### src/rtl/cl_manycore_pkg.sv
// Shared manycore host-link defaults and small width helpers.
package cl_manycore_pkg;

    localparam int host_word_width_gp = 32;
    localparam int mcl_fifo_width_gp  = 128;

    // Index width for a counter over n items; a single item still needs one bit.
    function automatic int idx_width(input int n);
        return (n > 1) ? $clog2(n) : 1;
    endfunction

endpackage

### src/rtl/bsg_mcl_host_word_packer_rx.sv
// Receive side: small 1r1w packet FIFO, occupancy counter and word-index mux
// that presents the head packet to the host one word at a time.
module bsg_mcl_host_word_packer_rx
    import cl_manycore_pkg::*;
#(
    parameter int fifo_width_p     = mcl_fifo_width_gp,
    parameter int word_width_p     = host_word_width_gp,
    parameter int els_p            = 16,
    parameter int words_per_pkt_lp = fifo_width_p / word_width_p,
    parameter int count_w_lp       = $clog2(els_p + 1)
)(
    input  logic                    clk_i,
    input  logic                    reset_n_i,
    input  logic                    enq_v_i,
    input  logic [fifo_width_p-1:0] enq_data_i,
    output logic                    enq_rdy_o,
    input  logic                    yumi_i,
    output logic                    v_o,
    output logic [word_width_p-1:0] word_o,
    output logic [count_w_lp-1:0]   count_o,
    output logic [count_w_lp-1:0]   vacancy_o
);

    localparam int ptr_w_lp = idx_width(els_p);
    localparam int idx_w_lp = idx_width(words_per_pkt_lp);
    localparam logic [idx_w_lp-1:0]   idx_last_lp = idx_w_lp'(words_per_pkt_lp - 1);
    localparam logic [count_w_lp-1:0] els_lp      = count_w_lp'(els_p);

    logic [fifo_width_p-1:0] mem_r [els_p];
    logic [ptr_w_lp-1:0]     wptr_r;
    logic [ptr_w_lp-1:0]     rptr_r;
    logic [count_w_lp-1:0]   count_r;
    logic [idx_w_lp-1:0]     idx_r;
    logic                    enq_s;
    logic                    yumi_s;
    logic                    deq_s;

    // Ready comes from the registered count only, so a full FIFO stays closed even while draining.
    always_comb begin
        enq_rdy_o = (count_r < els_lp);
        v_o       = (count_r != '0);
        enq_s     = enq_v_i && enq_rdy_o;
        yumi_s    = yumi_i && v_o;
        deq_s     = yumi_s && (idx_r == idx_last_lp);
        word_o    = mem_r[rptr_r][idx_r*word_width_p +: word_width_p];
        count_o   = count_r;
        vacancy_o = els_lp - count_r;
    end

    // Packet storage; stale contents are unreachable once the pointers reset.
    always_ff @(posedge clk_i) begin
        if (enq_s) begin
            mem_r[wptr_r] <= enq_data_i;
        end
    end

    // Pointers, occupancy and the word index within the head packet.
    always_ff @(posedge clk_i) begin
        if (!reset_n_i) begin
            wptr_r  <= '0;
            rptr_r  <= '0;
            count_r <= '0;
            idx_r   <= '0;
        end else begin
            if (enq_s) begin
                wptr_r <= wptr_r + ptr_w_lp'(1);
            end
            if (deq_s) begin
                rptr_r <= rptr_r + ptr_w_lp'(1);
                idx_r  <= '0;
            end else if (yumi_s) begin
                idx_r  <= idx_r + idx_w_lp'(1);
            end
            case ({enq_s, deq_s})
                2'b10:   count_r <= count_r + count_w_lp'(1);
                2'b01:   count_r <= count_r - count_w_lp'(1);
                default: count_r <= count_r;
            endcase
        end
    end

endmodule

### src/rtl/bsg_mcl_host_word_packer.sv
// Host word packer: assembles host words into bridge packets, and unpacks
// bridge packets buffered in a receive FIFO back into host words.
module bsg_mcl_host_word_packer
    import cl_manycore_pkg::*;
#(
    parameter int fifo_width_p     = mcl_fifo_width_gp,
    parameter int word_width_p     = host_word_width_gp,
    parameter int rcv_fifo_els_p   = 16,
    parameter int words_per_pkt_lp = fifo_width_p / word_width_p
)(
    input  logic                               clk_i,
    input  logic                               reset_n_i,
    input  logic                               tx_v_i,
    input  logic [word_width_p-1:0]            tx_word_i,
    output logic                               tx_rdy_o,
    output logic                               pkt_v_o,
    output logic [fifo_width_p-1:0]            pkt_data_o,
    input  logic                               pkt_rdy_i,
    input  logic                               pkt_v_i,
    input  logic [fifo_width_p-1:0]            pkt_data_i,
    output logic                               pkt_rdy_o,
    output logic                               rx_v_o,
    output logic [word_width_p-1:0]            rx_word_o,
    input  logic                               rx_yumi_i,
    output logic [$clog2(rcv_fifo_els_p+1)-1:0] rx_vacancy_o,
    output logic [$clog2(rcv_fifo_els_p+1)-1:0] rx_count_o
);

    localparam int tx_cnt_w_lp = idx_width(words_per_pkt_lp);
    localparam logic [tx_cnt_w_lp-1:0] tx_last_lp = tx_cnt_w_lp'(words_per_pkt_lp - 1);

    logic [tx_cnt_w_lp-1:0]  tx_cnt_r;
    logic [fifo_width_p-1:0] tx_asm_r;
    logic [fifo_width_p-1:0] tx_merged_s;
    logic                    tx_last_s;
    logic                    tx_accept_s;
    logic                    tx_load_s;

    // The last word may only enter when the holding register is empty or draining this cycle.
    always_comb begin
        tx_last_s   = (tx_cnt_r == tx_last_lp);
        tx_rdy_o    = !(tx_last_s && pkt_v_o && !pkt_rdy_i);
        tx_accept_s = tx_v_i && tx_rdy_o;
        tx_load_s   = tx_accept_s && tx_last_s;
        tx_merged_s = tx_asm_r;
        tx_merged_s[tx_cnt_r*word_width_p +: word_width_p] = tx_word_i;
    end

    // Word counter, assembly buffer and registered packet holding stage.
    always_ff @(posedge clk_i) begin
        if (!reset_n_i) begin
            tx_cnt_r   <= '0;
            tx_asm_r   <= '0;
            pkt_v_o    <= 1'b0;
            pkt_data_o <= '0;
        end else begin
            if (tx_accept_s) begin
                tx_asm_r <= tx_merged_s;
                tx_cnt_r <= tx_last_s ? '0 : tx_cnt_r + tx_cnt_w_lp'(1);
            end
            if (tx_load_s) begin
                pkt_v_o    <= 1'b1;
                pkt_data_o <= tx_merged_s;
            end else if (pkt_rdy_i) begin
                pkt_v_o    <= 1'b0;
            end
        end
    end

    bsg_mcl_host_word_packer_rx #(
        .fifo_width_p (fifo_width_p),
        .word_width_p (word_width_p),
        .els_p        (rcv_fifo_els_p)
    ) rx (
        .clk_i      (clk_i),
        .reset_n_i  (reset_n_i),
        .enq_v_i    (pkt_v_i),
        .enq_data_i (pkt_data_i),
        .enq_rdy_o  (pkt_rdy_o),
        .yumi_i     (rx_yumi_i),
        .v_o        (rx_v_o),
        .word_o     (rx_word_o),
        .count_o    (rx_count_o),
        .vacancy_o  (rx_vacancy_o)
    );

endmodule

### config.mk
export PLATFORM = sky130hd
export DESIGN_NAME = bsg_mcl_host_word_packer
export DESIGN_NICKNAME = d
export VERILOG_FILES = /design/src/rtl/cl_manycore_pkg.sv /design/src/rtl/bsg_mcl_host_word_packer_rx.sv /design/src/rtl/bsg_mcl_host_word_packer.sv
export SDC_FILE = /design/constraint.sdc
export NUM_CORES = 2
export LEC_CHECK = 0
export CAP_MARGIN = 5
export CORE_MARGIN = 2
export CORE_UTILIZATION = 55
export CTS_BUF_LIST = sky130_fd_sc_hd__clkbuf_16
export CTS_CLUSTER_DIAMETER = 30
export CTS_CLUSTER_SIZE = 8
export DETAILED_ROUTE_END_ITERATION = 10
export HOLD_SLACK_MARGIN = 0.05
export PLACE_DENSITY = 0.76
export SYNTH_ARGS = -nofsm -noshare
export SYNTH_HDL_FRONTEND = slang
export SYNTH_SLANG_ARGS = --single-unit
export TNS_END_PERCENT = 1
### constraint.sdc
create_clock -name clk_i -period 11.8 [get_ports clk_i]
set_clock_uncertainty 0.15 [all_clocks]
set_input_delay 2.36 -clock clk_i [delete_from_list [all_inputs] [get_ports clk_i]]
set_output_delay 2.36 -clock clk_i [all_outputs]
set_load 0.1 [all_outputs]
==> flow_summary_export.csv <==
group,metric,value,unit
worst_setup_path,slowest_stage,"clkdlybuf4s50_1",
floorplan,core,0.160,mm2
route,drc,0,
worst_setup_path,cp.required,9.29,ns
outcome,outcome,"complete, no violations",
run,max_cap_viol_count,0,
yosys,synth_warnings,0,
timing,report.final.slew_viol_count,0,
layout,layout-drive-gt1-share,22.5,%
clocking,cts-resized-gates,0,
worst_setup_path,path_max_fanout,50,
floorplan,die_x,406,um
route,via_per_inst,6.62,
clocking,clkLatencyLatePin,0.91,ns
floorplan,initial_core_util,55.3,%
route,dr_total_vias,50500,
min_path,min_path_type,"register to register",
yosys,synth.cell_area,0.0887,mm2
worst_setup_path,cp.arrival,6.49,ns
timing,setup_tns,0,ns
global_route,first_global_vias,51600,
clocking,post-cts-setup-buffers,0,
layout,design_area,0.108,mm2
route,firstDrtPassIters,8,
yosys,ys_seq_area_share,75.6,%
layout,n_fill_cell,9714,
timing,layout_setup_ws,2.80,ns
worst_setup_path,worstPathBufferInverterCount,3,
global_route,antenna_found_initial,46,
yosys,ys_seq_elements,2326,
layout,final_cell_count_no_fill,7631,
timing,worst_pin_slew,1.27,ns
placement,io_buffers,339,
route,antenna_left,0,
clocking,postCtsHoldBufs,0,
layout,final_util,67.2,%
yosys,syn_inst,4620,
placement,place_inst,6887,
power_and_ir_drop,design_power_total,21.4,mW
worst_setup_path,path_class,"register to output port",
global_route,grt_usage,30.4,%
global_route,grt_pass1_wl,359000,um
floorplan,floorplan.die_area,0.165,mm2
worst_setup_path,crit_top_cell,"buf_4",
worst_setup_path,cpPeakStageDelay,1.18,ns
clocking,clockRootBuffer,"clkbuf_16",
route,wl_per_cell,32.8,um
clocking,clk_pin_slew,0.05,ns
clocking,cts_tree,"yes",
yosys,syn_nets,4804,
clocking,cts_buffers,433,
placement,place_congestion,0.786,
layout,area_growth,21.5,%
floorplan,fp-row-count,147,
global_route,overflow,0,
timing,rsz0062_at_grt,"no",
timing,holdWs,0.340,ns
power_and_ir_drop,p_leak,34.1,nW
timing,fmax,111,MHz
power_and_ir_drop,max-vdd-ir-drop,0.000189,V
timing,finalHoldViolations,0,
clocking,htreeDepth,5,
placement,pre_cts_ws,3.92,ns
worst_setup_path,rrSetupSlack,7.04,ns
worst_setup_path,cp-start-kind,"register",
floorplan,pin_count,340,
yosys,avgSynthCellArea,19.2,um2
clocking,clock_path_buffers,4,
placement,dp_hpwl,120000,um
route,drtIter0Drc,7196,
worst_setup_path,crit_chain,"buf_4, buf_4, mux4_2, nor2b_1, a211oi_1, o22ai_1, and3_1, clkdlybuf4s50_1",
worst_setup_path,end_kind,"output port",
clocking,clkSinkCount,2326,
power_and_ir_drop,power_per_cell_area,199,mW/mm2
worst_setup_path,path_delay_family,"buffers and inverters",
layout,finalNetCount,5346,
floorplan,dieHeight,406,um
global_route,grt_max_degree,160,
timing,slew_headroom,15.3,%
yosys,synth_cell_type_count,46,
timing,period_minus_slack,9.00,ns
timing,finalCritPeriodShare,76.2,%
route,routed_wl,250000,um
placement,dpl-instance-area,0.0944,mm2
timing,setup_violations,0,
## cells in the mapped netlist, drive strengths merged
cell,instances,area [um2]
mux2,32,360
edfxtp,2048,61500
and3,29,181
a211oi,287,2170
or3,6,37.5
and4b,1,10.0
nand2,80,300
nand2b,19,119
a221o,6,60.1
nand3b,1,7.51
a221oi,1,8.76
nor2,296,1110
nand3,55,275
nor3b,1,7.51
mux4,494,11100
a222oi,1,10.0
nor3,11,55.1
mux2i,28,280
a21oi,150,751
o21a,1,7.51
or4,1,11.3
a2111oi,2,23.8
o22ai,77,482
inv,14,52.6
o21ai,19,95.1
nor4b,3,32.5
a22oi,55,413
buf,128,773
nor4bb,1,10.0
clkbuf,184,691
xor2,7,61.3
nand4,56,350
ha,18,225
o221ai,53,464
or2,6,37.5
and2,3,18.8
dfxtp,278,5570
xnor2,5,43.8
nor2b,163,1020
## flip-flops by register name, indices dropped and copies added (netlist names), named ones only
| signal | cells |
|---|---|
| rx.mem_r | 2048 |
| tx_cnt_r | 2 |
| rx.rptr_r | 4 |
| rx.count_o | 5 |
| pkt_data_o | 128 |
| rx.idx_r | 2 |
| pkt_v_o | 1 |
| rx.wptr_r | 4 |
| tx_asm_r | 128 |
## final timing paths
path              cells past startpoint              end     startpoint
setup / recovery                      8     rx_word_o[9]       register
hold / removal                        2     tx_asm_r[73]   tx_asm_r[73]
setup reg to reg                      9  rx.mem_r[1][74]  rx.count_o[0]
hold reg to reg                       2     tx_asm_r[73]   tx_asm_r[73]
## cells by family (layout without fill, tap and decap cells)
group	after synthesis	after routing	share of synthesized area, %
compound gates	652	652	5.05
mux	554	554	13.3
buf+inv	326	1158	1.71
simple gates	732	732	4.04
fa+ha+maj	18	18	0.254
other cells	0	19	0
xor+xnor	12	12	0.118
flops	2326	2326	75.6
## area by class of cell
class | instances | area (um2) | share of cell area [%]
antenna | 19 | 47.5 | 0.0441
clock buffer | 440 | 11000 | 10.2
clock inverter | 285 | 2380 | 2.21
inverter | 14 | 60.1 | 0.0557
multi-input combinational | 1968 | 20400 | 18.9
sequential | 2326 | 67100 | 62.2
tap | 2160 | 2700 | 2.51
timing repair buffer | 419 | 4150 | 3.85
## power breakdown
| group | total (mW) | internal (mW) | switching (mW) |
|---|---|---|---|
| Sequential | 9.15 | 9.10 | 0.0486 |
| Combinational | 0.870 | 0.233 | 0.637 |
| Clock | 11.4 | 7.48 | 3.93 |
## cells in the final DEF, fill, tap and decap left out, drive strengths merged, types with 7 or more instances in the layout
master	count
nor2b	163
buf	82
nand3	55
dfxtp	278
diode	19
o22ai	77
a21oi	150
inv	98
a22oi	55
nand2b	19
clkinvlp	24
mux4	494
mux2i	28
o221ai	53
bufinv	39
nand2	80
and3	29
o21ai	19
clkdlybuf4s50	337
a211oi	287
clkbuf	440
nor2	296
xor2	7
nor3	11
mux2	32
nand4	56
clkinv	138
edfxtp	2048
ha	18
## worst reg2reg max path, stage by stage (launching register included)
cell and delay (ns):
dfxtp_1 0.60, inv_1 0.09, ha_1 0.23, nor3b_1 0.16, ha_1 0.25, a211oi_4 0.47
nand2_1 0.40, nor3_2 0.19, buf_4 0.89, buf_4 0.92
## per-layer routing
metal,global-route usage [%],part of all wire [%],vias to the layer above
li1,-,-,20100
met1,39.3,35,25800
met2,49.5,49,3885
met3,7.99,12,629
met4,12.3,3.9,34
met5,0,0.091,-
(Power assumes the default switching activity.)
